**config.mk**
```make
export PLATFORM = sky130hd
export DESIGN_NAME = smart_led_array
export DESIGN_NICKNAME = d
export VERILOG_FILES = /design/src/rtl/smart_led_pkg.sv /design/src/rtl/led_channel.sv /design/src/rtl/smart_led_array.sv
export SDC_FILE = /design/constraint.sdc
export NUM_CORES = 1
export LEC_CHECK = 0
export CAP_MARGIN = 10
export CORE_ASPECT_RATIO = 1.2
export CORE_MARGIN = 3
export CORE_UTILIZATION = 55
export CTS_CLUSTER_DIAMETER = 30
export CTS_CLUSTER_SIZE = 30
export DETAILED_ROUTE_END_ITERATION = 6
export GPL_TIMING_DRIVEN = 1
export PLACE_DENSITY_LB_ADDON = 0.25
export SYNTH_ARGS = -nofsm -noshare
export SYNTH_HDL_FRONTEND = slang
export SYNTH_SLANG_ARGS = --single-unit
```
**constraint.sdc**
```tcl
create_clock -name clk -period 5.2 [get_ports clk]
set_clock_uncertainty 0.2 [all_clocks]
set_input_delay 1.3 -clock clk [delete_from_list [all_inputs] [get_ports clk]]
set_output_delay 1.3 -clock clk [all_outputs]
set_load 0.1 [all_outputs]
```
**src/rtl/smart_led_pkg.sv**
```systemverilog
// Shared types and helpers for the smart LED array.
//   ch_state_e  : per-channel occupancy state
//   MODE_*      : per-channel mode encodings (2'b11 decodes as AUTO)
//   calc_presc  : clocks per PWM count step, never below 1
package smart_led_pkg;

  typedef enum logic [1:0] {
    IDLE   = 2'd0,
    ACTIVE = 2'd1,
    HOLD   = 2'd2
  } ch_state_e;

  localparam logic [1:0] MODE_OFF   = 2'b00;
  localparam logic [1:0] MODE_AUTO  = 2'b01;
  localparam logic [1:0] MODE_FORCE = 2'b10;

  // CLK_FREQ / (PWM_FREQ * 2^SENSOR_W), clamped to at least 1
  function automatic int unsigned calc_presc(input int unsigned clk_freq,
                                             input int unsigned pwm_freq,
                                             input int unsigned sensor_w);
    longint unsigned denom;
    longint unsigned q;
    denom = 64'(pwm_freq) << sensor_w;
    if (denom == 64'd0) return 32'd1;
    q = 64'(clk_freq) / denom;
    return (q < 64'd1) ? 32'd1 : 32'(q);
  endfunction

endpackage

```
**src/rtl/led_channel.sv**
```systemverilog
// One LED channel: motion synchronizer, occupancy FSM with hold-off timer,
// target selection, linear fade and PWM compare.
//   clk, rst   : clock, async active-low reset
//   motion     : raw (asynchronous) motion input
//   mode       : 00 OFF, 01/11 AUTO, 10 FORCE_ON
//   wrap       : one-cycle strobe at the end of every PWM period
//   pwm_cnt    : shared PWM counter
//   light      : latched ambient light sample
//   dark       : latched hysteretic dark flag
//   led_on     : registered, level is nonzero
//   pwm_led    : registered PWM output
module led_channel
  import smart_led_pkg::*;
#(
  parameter int unsigned SENSOR_W     = 10,
  parameter int unsigned HOLD_PERIODS = 1000,
  parameter int unsigned FADE_STEP    = 16
) (
  input  logic                clk,
  input  logic                rst,
  input  logic                motion,
  input  logic [1:0]          mode,
  input  logic                wrap,
  input  logic [SENSOR_W-1:0] pwm_cnt,
  input  logic [SENSOR_W-1:0] light,
  input  logic                dark,
  output logic                led_on,
  output logic                pwm_led
);

  localparam int unsigned LW     = SENSOR_W + 1;
  localparam int unsigned MAX_I  = (32'd1 << SENSOR_W) - 32'd1;
  // A step at or above MAX always snaps, so clamping keeps it representable
  localparam int unsigned STEP_I = (FADE_STEP > MAX_I) ? MAX_I : FADE_STEP;
  localparam int unsigned HOLD_W = (HOLD_PERIODS > 0) ? $clog2(HOLD_PERIODS + 1) : 1;

  localparam logic [SENSOR_W-1:0] MAX       = '1;
  localparam logic [LW-1:0]       STEP      = LW'(STEP_I);
  localparam logic [HOLD_W-1:0]   HOLD_LOAD = HOLD_W'(HOLD_PERIODS);

  logic                sync_q, mot_s_q;
  ch_state_e           state_q, state_d;
  logic [HOLD_W-1:0]   hold_q, hold_d;
  logic [SENSOR_W-1:0] level_q, level_d;
  logic                led_on_q, led_on_d;
  logic                pwm_led_q, pwm_led_d;
  logic [SENSOR_W-1:0] target;
  logic [LW-1:0]       lvl_x, tgt_x;
  logic                mode_off, mode_auto, mode_force;

  assign mode_off   = (mode == MODE_OFF);
  assign mode_force = (mode == MODE_FORCE);
  assign mode_auto  = (mode == MODE_AUTO) || (mode == 2'b11);

  // State register
  always_ff @(posedge clk or negedge rst) begin
    if (!rst) state_q <= IDLE;
    else      state_q <= state_d;
  end

  // Next state and hold counter; mode OFF overrides every transition
  always_comb begin
    state_d = state_q;
    hold_d  = hold_q;
    if (mode_off) begin
      state_d = IDLE;
      hold_d  = '0;
    end else begin
      case (state_q)
        IDLE: if (mot_s_q) state_d = ACTIVE;
        ACTIVE: begin
          if (!mot_s_q) begin
            if (HOLD_PERIODS == 0) begin
              state_d = IDLE;
            end else begin
              state_d = HOLD;
              hold_d  = HOLD_LOAD;
            end
          end
        end
        HOLD: begin
          // Motion wins over an expiry in the same cycle
          if (mot_s_q) begin
            state_d = ACTIVE;
          end else if (wrap) begin
            if (hold_q <= HOLD_W'(1)) begin
              state_d = IDLE;
              hold_d  = '0;
            end else begin
              hold_d = hold_q - HOLD_W'(1);
            end
          end
        end
        default: state_d = IDLE;
      endcase
    end
  end

  // FSM output: brightness target
  always_comb begin
    target = '0;
    if (mode_force) target = MAX;
    else if (mode_auto && (state_q != IDLE) && dark) target = MAX - light;
  end

  // Fade toward target on wrap; widened by one bit so steps never wrap
  always_comb begin
    lvl_x   = {1'b0, level_q};
    tgt_x   = {1'b0, target};
    level_d = level_q;
    if (mode_off) begin
      level_d = '0;
    end else if (wrap) begin
      if (tgt_x >= lvl_x) level_d = ((tgt_x - lvl_x) <= STEP) ? target : SENSOR_W'(lvl_x + STEP);
      else                level_d = ((lvl_x - tgt_x) <= STEP) ? target : SENSOR_W'(lvl_x - STEP);
    end
  end

  // Output compare
  always_comb begin
    pwm_led_d = (pwm_cnt < level_q);
    led_on_d  = (level_q != '0);
  end

  // Synchronizer, datapath and output registers
  always_ff @(posedge clk or negedge rst) begin
    if (!rst) begin
      sync_q    <= 1'b0;
      mot_s_q   <= 1'b0;
      hold_q    <= '0;
      level_q   <= '0;
      led_on_q  <= 1'b0;
      pwm_led_q <= 1'b0;
    end else begin
      sync_q    <= motion;
      mot_s_q   <= sync_q;
      hold_q    <= hold_d;
      level_q   <= level_d;
      led_on_q  <= led_on_d;
      pwm_led_q <= pwm_led_d;
    end
  end

  assign led_on  = led_on_q;
  assign pwm_led = pwm_led_q;

endmodule

```
**src/rtl/smart_led_array.sv**
```systemverilog
// Multi-channel smart LED controller: shared prescaler, PWM counter and
// hysteretic ambient-light sampling feeding NUM_CH independent channels.
//   clk, rst      : clock, async active-low reset
//   motion        : per-channel motion, asynchronous
//   light_sensor  : ambient light sample (larger is brighter)
//   mode          : 2 bits per channel, channel i at [2i+1:2i]
//   led_on        : per-channel level nonzero (registered)
//   pwm_led       : per-channel PWM (registered)
module smart_led_array
  import smart_led_pkg::*;
#(
  parameter int unsigned CLK_FREQ     = 50_000_000,
  parameter int unsigned PWM_FREQ     = 1000,
  parameter int unsigned NUM_CH       = 4,
  parameter int unsigned SENSOR_W     = 10,
  parameter int unsigned DARK_TH      = 300,
  parameter int unsigned BRIGHT_TH    = 600,
  parameter int unsigned HOLD_PERIODS = 1000,
  parameter int unsigned FADE_STEP    = 16
) (
  input  logic                  clk,
  input  logic                  rst,
  input  logic [NUM_CH-1:0]     motion,
  input  logic [SENSOR_W-1:0]   light_sensor,
  input  logic [2*NUM_CH-1:0]   mode,
  output logic [NUM_CH-1:0]     led_on,
  output logic [NUM_CH-1:0]     pwm_led
);

  localparam int unsigned PRESC   = calc_presc(CLK_FREQ, PWM_FREQ, SENSOR_W);
  localparam int unsigned PRESC_W = (PRESC > 1) ? $clog2(PRESC) : 1;
  localparam int unsigned LW      = SENSOR_W + 1;

  localparam logic [SENSOR_W-1:0] MAX      = '1;
  localparam logic [PRESC_W-1:0]  PRESC_LAST = PRESC_W'(PRESC - 1);
  localparam logic [LW-1:0]       DARK_X   = LW'(DARK_TH);
  localparam logic [LW-1:0]       BRIGHT_X = LW'(BRIGHT_TH);

  logic [PRESC_W-1:0]  presc_q, presc_d;
  logic [SENSOR_W-1:0] pwm_cnt_q, pwm_cnt_d;
  logic [SENSOR_W-1:0] light_q, light_d;
  logic                dark_q, dark_d;
  logic                tick, wrap;

  assign tick = (presc_q == PRESC_LAST);
  assign wrap = tick && (pwm_cnt_q == MAX);

  // Prescaler, PWM counter and light sample with dark hysteresis
  always_comb begin
    presc_d   = tick ? '0 : presc_q + PRESC_W'(1);
    pwm_cnt_d = tick ? pwm_cnt_q + SENSOR_W'(1) : pwm_cnt_q;
    light_d   = light_q;
    dark_d    = dark_q;
    if (wrap) begin
      light_d = light_sensor;
      if ({1'b0, light_sensor} < DARK_X)        dark_d = 1'b1;
      else if ({1'b0, light_sensor} > BRIGHT_X) dark_d = 1'b0;
    end
  end

  always_ff @(posedge clk or negedge rst) begin
    if (!rst) begin
      presc_q   <= '0;
      pwm_cnt_q <= '0;
      light_q   <= '0;
      dark_q    <= 1'b0;
    end else begin
      presc_q   <= presc_d;
      pwm_cnt_q <= pwm_cnt_d;
      light_q   <= light_d;
      dark_q    <= dark_d;
    end
  end

  for (genvar i = 0; i < NUM_CH; i++) begin : g_ch
    led_channel #(
      .SENSOR_W    (SENSOR_W),
      .HOLD_PERIODS(HOLD_PERIODS),
      .FADE_STEP   (FADE_STEP)
    ) u_ch (
      .clk    (clk),
      .rst    (rst),
      .motion (motion[i]),
      .mode   (mode[2*i +: 2]),
      .wrap   (wrap),
      .pwm_cnt(pwm_cnt_q),
      .light  (light_q),
      .dark   (dark_q),
      .led_on (led_on[i]),
      .pwm_led(pwm_led[i])
    );
  end

endmodule

```
* After elaboration in Yosys (flattened, before gate mapping)
Index checks and enable logic that the tools add are counted.
** Word-level totals
- Bits in registers :: 131
- Bits of input ports :: 24
- Output and inout port bits :: 8
- Logic and storage cells :: 253
** Operators by class
- Add/sub/neg operators :: 23
- Order comparisons :: 22
- Eq/ne operators :: 46
- Mux-type cells :: 83
- Reductions and logical operators :: 47
** Operators by type and width (number)
- 10-bit 2-to-1 mux :: 48
- 11-bit by 5-bit <= comparator with 1-bit output (second input constant) :: 8
- 10-bit by 10-bit subtractor with 11-bit output :: 8
- 10-bit case mux with 2 select lines :: 4
- 2-bit 2-to-1 mux :: 24
- 10-bit by 5-bit adder with 10-bit output (second input constant) :: 4
- 10-bit greater-or-equal comparator :: 4
- 10-bit by 1-bit <= comparator with 1-bit output (second input constant) :: 4
- 10-bit < comparator :: 4
- 10-bit nonzero test :: 4
- 10-bit by 1-bit subtractor with 10-bit output (second input constant) :: 4
- 10-bit by 5-bit subtractor with 10-bit output (second input constant) :: 4
- 4-bit AND reduction :: 8
- 2-bit equality test (second input constant) :: 12
- 3-bit inequality test (second input constant) :: 8
- 2-bit case mux with 3 select lines :: 4
- 4-bit by 1-bit inequality test with 1-bit output (second input constant) :: 5
- 2-bit nonzero test :: 9
- 2-bit by 1-bit equality test with 1-bit output (second input constant) :: 8
- 2-bit zero test :: 8
- 3-bit by 1-bit inequality test with 1-bit output (second input constant) :: 5
- 4-bit by 2-bit inequality test with 1-bit output (second input constant) :: 3
- 3-bit nonzero test :: 4
- 10-bit by 1-bit adder with 10-bit output (second input constant) :: 1
- other kinds (12) :: 26

* Longest topological paths before layout
- Depth in word-level cells :: 12
- Mapped depth :: 16
- Gate-level depth less buffers :: 15

* By module
A second synthesis with hierarchy kept.
** Unflattened totals
- Cells, all modules :: 1538
- Area total of the unflattened synthesis :: 12848.6 um^2
** By module, submodules not included
- led_channel at g_ch[0].u_ch ... :: times used 3, cells each 363, area an instance 2942.8 um^2, sequential area each 650.6 um^2
- led_channel at g_ch[1].u_ch :: times used 1, cells each 350, area an instance 2793.9 um^2, sequential area each 650.6 um^2
- smart_led_array :: times used 1, cells each 99, area an instance 1226.2 um^2, sequential area each 675.6 um^2

* Worst setup path before layout
Ideal clock, no wire load.
- Kind :: input-to-reg
- Start point :: in mode[6]
- End point :: reg g_ch[3].u_ch.level_q[8]
- Library setup time :: 0.131 ns
- Arrival time :: 4.146 ns
- Required time :: 4.869 ns
- Setup slack :: 0.722 ns
- Stages :: 14
- Buffers on the path :: 2
- Path through :: nand3b_1 > clkbuf_1 > o21ai_0 > ha_1 > buf_6 > a21o_1 > nor3_4 > a2111oi_2 > or3_4 > a2111oi_4 > nand2_2 > o21ai_4 > a211oi_1 > or3_1
** Between the ends
- Longest elaborated chain between the ends :: 12
- Elaborated cells between the ends (all ways) :: 20
- Classes of those cells :: 2 x add/sub; 3 x order compare; 3 x eq/ne; 7 x mux; 5 x reduce/logical
** Ends and longest elaborated chain
- start: declaration :: line smart_led_array.sv:25 : input logic [2*NUM_CH-1:0] mode,
- 2-bit by 1-bit equality test with 1-bit output / 2-bit equality test (equally long branches) :: line led_channel.sv:53 : assign mode_auto = (mode == MODE_AUTO) || (mode == 2'b11);
- 1-bit logical OR :: line led_channel.sv:53
- 1-bit logical AND (2 in series) :: line led_channel.sv:103 : else if (mode_auto && (state_q != IDLE) && dark) target = MAX - light;
- 10-bit 2-to-1 mux :: line led_channel.sv:103
- 10-bit 2-to-1 mux :: line led_channel.sv:102 : if (mode_force) target = MAX;
- 10-bit by 10-bit subtractor with 11-bit output (on tied branches) :: line led_channel.sv:115, led_channel.sv:114
- 11-bit by 5-bit <= comparator with 1-bit output (on tied branches) :: line led_channel.sv:115, led_channel.sv:114
- 10-bit 2-to-1 mux (on tied branches) :: line led_channel.sv:115, led_channel.sv:114
- 10-bit 2-to-1 mux :: line led_channel.sv:114 : if (tgt_x >= lvl_x) level_d = ((tgt_x - lvl_x) <= STEP) ? target : SENSOR_W'(lvl_x + STEP);
- 10-bit 2-to-1 mux :: line led_channel.sv:113 : end else if (wrap) begin
- 10-bit 2-to-1 mux :: line led_channel.sv:111 : if (mode_off) begin
- end signal: assignment :: line led_channel.sv:138 : level_q <= level_d;
- end: declaration :: line led_channel.sv:44 : logic [SENSOR_W-1:0] level_q, level_d;
Parallel ways exist; a longest one is shown, timed or not. The select of a mux whose other input is x is not followed.
A chain may end at the register's enable or synchronous reset.

* Final worst setup path
- Start point :: in mode[4]
- End point :: reg g_ch[2].u_ch.level_q[8]
** Between the ends
- Longest elaborated chain between the ends :: 12
- Elaborated cells between the ends (all ways) :: 20
- Classes of those cells :: 2 x add/sub; 3 x order compare; 3 x eq/ne; 7 x mux; 5 x reduce/logical
** Ends and longest elaborated chain (line)
- 2-bit by 1-bit equality test with 1-bit output / 2-bit equality test (equally long branches) :: led_channel.sv:53
- 1-bit logical OR :: led_channel.sv:53
- 1-bit logical AND (2 in series) :: led_channel.sv:103
- 10-bit 2-to-1 mux :: led_channel.sv:103
- 10-bit 2-to-1 mux :: led_channel.sv:102
- 10-bit by 10-bit subtractor with 11-bit output (on tied branches) :: led_channel.sv:115, led_channel.sv:114
- 11-bit by 5-bit <= comparator with 1-bit output (on tied branches) :: led_channel.sv:115, led_channel.sv:114
- 10-bit 2-to-1 mux (on tied branches) :: led_channel.sv:115, led_channel.sv:114
- 10-bit 2-to-1 mux :: led_channel.sv:114
- 10-bit 2-to-1 mux :: led_channel.sv:113
- 10-bit 2-to-1 mux :: led_channel.sv:111
- end signal: assignment :: led_channel.sv:138
- end: declaration :: led_channel.sv:44
Parallel ways exist; a longest one is shown, timed or not. The select of a mux whose other input is x is not followed.

==> metrics.md <==
| Metric | Value |
|---|---|
| Status | completed |
| Gr ovfl total | 0 |
| Mapped Area | 12,300 um^2 |
| # setup viols final | 0 |
| Period utilization | 93.6% |
| Commonest non-fill, non-tap cell in the layout | ha_1 |
| Post-route setup slack | 332 ps |
| Largest net degree at the start of global routing | 96 |
| Yosys top cell by area | dfrtp_1 |
| Area Overhead vs Synth | 10.7% |
| H-tree level count | 4 |
| Most frequent cells in the layout | ha_1, o21ai_0, nand2_1 |
| TritonCTS Buffers | 17 |
| Ys flop type | dfrtp_1 |
| Unique cell type count in the Yosys netlist | 89 |
| Overall power | 4120 uW |
| Crit path launch type | input pin |
| Top Ports | 32 |
| CTS resizes | 0 |
| Worst-margin pin slew | 970 ps |
| Syn. warnings | 0 |
| VDD IR max | 0.000292 V |
| CTS Hold Bufs | 0 |
| First-pass GRT wire length | 52.8 mm |
| Chip height | 170 um |
| FMAX | 205 MHz |
| Core footprint | 21,900 um^2 |
| Critical Path AT | 4960 ps |
| CTS root buf | clkbuf_16 |
| DR DRC count | 0 |
| Cells after synthesis | 1,523 |
| EDFF count, synth | 0 |
| Syn Nets | 1,705 |
| Fin nets | 1,743 |
| Worst-case reg-to-reg path depth | 16 |
| Post-DRT Antenna Nets | 0 |
| Vias in the first global route | 10,800 |
| Max Slew Vio Count | 0 |
| Synthesized area per cell | 8.07 um^2 |
| #FFs+latches synth | 131 |
| Worst EP required | 5290 ps |
| Max Cap Viol | 0 |
| Hold Crit Class | flip-flop to flip-flop |
| Multi-input gate area | 8290 um^2 |
| Met2 WL post-DR | 15.4 mm |
| Min cycle time layout | 4870 ps |
| Max Used Layer | met4 |
| Seq/Total Area, Yosys | 26.7% |
| I/O Buffers | 31 |
| Vias | 11,400 |
| Ranking of synthesized cells by area | dfrtp_1, ha_1, o21ai_0 |
| Post-place setup slack | -50.1 ps |
| Share of layout cells above drive strength 1 | 7.62% |
| Met3 wire length | 1.57 mm |
| Post-CTS Setup Inserts | 0 |
| Die area | 24,200 um^2 |
| WS Path Type | input pin to flip-flop |
| Slew headroom | 35.2% |
| Final hold vios | 0 |
| Cell Pwr Density | 303 nW/um^2 |
| DR WL/cell | 17.2 um |
| Total track usage | 26.3% |
| Top-area cell type share of the netlist area | 26.7% |
| Dpl hpwl | 23.9 mm |
| Initial DRC count | 752 |
| Unrepaired setup endpoints after global routing | false |
| Skew-Pair Late Insertion Delay | 420 ps |
| RePlAce Congestion | 0.914 |
| Antenna cells | 0 |
| Reg area | 3280 um^2 |
| Worst-case clock buffer depth | 2 |
| 1st-pass router iterations | 5 |
| Num rows | 59 |
| DRT Wirelength | 31.7 mm |
| Clock-pin slew on the worst setup and hold paths | 60 ps |
| Die Width | 142 um |
| Async S/R FF share, synth | 100% |
| Met1 Routed Length | 13.9 mm |
| CP endpoint kind | flip-flop |
| # fillers | 1,914 |
| Critical path peak fanout | 10 |
| CTS tree | done |
| Starting Density | 56.3% |
| Initial antenna violation count | 0 |
| Vias per inst | 6.18 |
| Clock Sinks | 131 |
| Leak Pwr | 0.00598 uW |
| Cell depth of the worst hold path | 0 |
[critical path, cell delays in order]
cell and delay, ps:
clkdlybuf4s50_1 560, nand3b_1 260, o21ai_0 350, inv_1 110
ha_1 210, and2_1 150, a311o_1 300, a41oi_1 260
mux2_2 370, a211oi_1 240, nand3_1 110, o21a_1 260
buf_4 190, o2111ai_1 180, o211ai_1 110
[registers in the layout (all words and copies together), names as in the netlist]
register and cells:
dark_q 1, g_ch.u_ch.hold_q 40, g_ch.u_ch.led_on 4, g_ch.u_ch.level_q 40, g_ch.u_ch.mot_s_q 4, g_ch.u_ch.pwm_led 4
g_ch.u_ch.state_q 8, g_ch.u_ch.sync_q 4, light_q 10, presc_q 6, pwm_cnt_q 10
[metal layers]
| layer | up-vias | track usage, % |
|---|---|---|
| li1 | 5569 | - |
| met1 | 5457 | 34.4 |
| met2 | 329 | 44.8 |
| met3 | 63 | 3.47 |
| met4 | 0 | 8.89 |
| met5 | - | 0 |
[cell usage after synthesis (21+ instances only)]
master	instances
nand2b_1	32
or3_1	21
a21o_1	23
inv_1	119
o21ai_0	152
ha_1	158
xnor2_1	31
nand3_1	50
clkbuf_1	31
nor3_1	46
dfrtp_1	131
a21oi_1	106
nor2_1	111
mux2i_1	24
nand2_1	139
[path summary, 6_finish.rpt]
path	start	endpoint	slack, ps
max	mode[4]	g_ch[2].u_ch.level_q[8]	330
max in group asynchronous	rst	g_ch[3].u_ch.level_q[0]	3170
min	g_ch[0].u_ch.sync_q	g_ch[0].u_ch.mot_s_q	150
max reg2reg	g_ch[2].u_ch.state_q[0]	g_ch[2].u_ch.level_q[8]	950
min reg2reg	g_ch[0].u_ch.sync_q	g_ch[0].u_ch.mot_s_q	150
min in group asynchronous	rst	g_ch[2].u_ch.hold_q[7]	750
[final cells by class]
| type | count | share of cell area, % |
|---|---|---|
| sequential | 131 | 24.1 |
| clock inverter | 12 | 0.956 |
| clock buffer | 20 | 3.35 |
| inverter | 119 | 3.28 |
| multi-input combinational | 1213 | 60.9 |
| timing repair buffer | 79 | 4.94 |
| tap | 274 | 2.52 |
[cell families after synthesis]
kind of cell	Yosys count	synth area share, %
AO/OA/AOI/OAI	481	25.4
XOR/XNOR	51	3.63
adder cells (fa/ha/maj)	158	16.1
buffers and inverters	179	5.97
flip-flops	131	26.7
multiplexers	28	2.32
AND/OR/NAND/NOR	495	19.9
[where the power goes]
part	leakage (uW)	internal (uW)	switching, uW
Combinational	0.00401	616	948
Sequential	0.00168	1190	168
Clock	0.000287	731	463
[per-stage QoR]
stage / TNS [ps] / cells / hold slack (ps) / util [%] / cell area [um^2]
2_1_floorplan: 0 / 1523 / 131 / - / 12300
3_3_place_gp: 0 / 1816 / 134 / 59.6 / 13000
3_5_place_dp: -122 / 1816 / 136 / 59.6 / 13000
4_1_cts: 0 / 1848 / 151 / 62.3 / 13600
5_1_grt: 0 / 1848 / 156 / 62.3 / 13600
6_report: 0 / 1848 / 147 / 62.3 / 13600
Power figures use the tool's default switching activity.
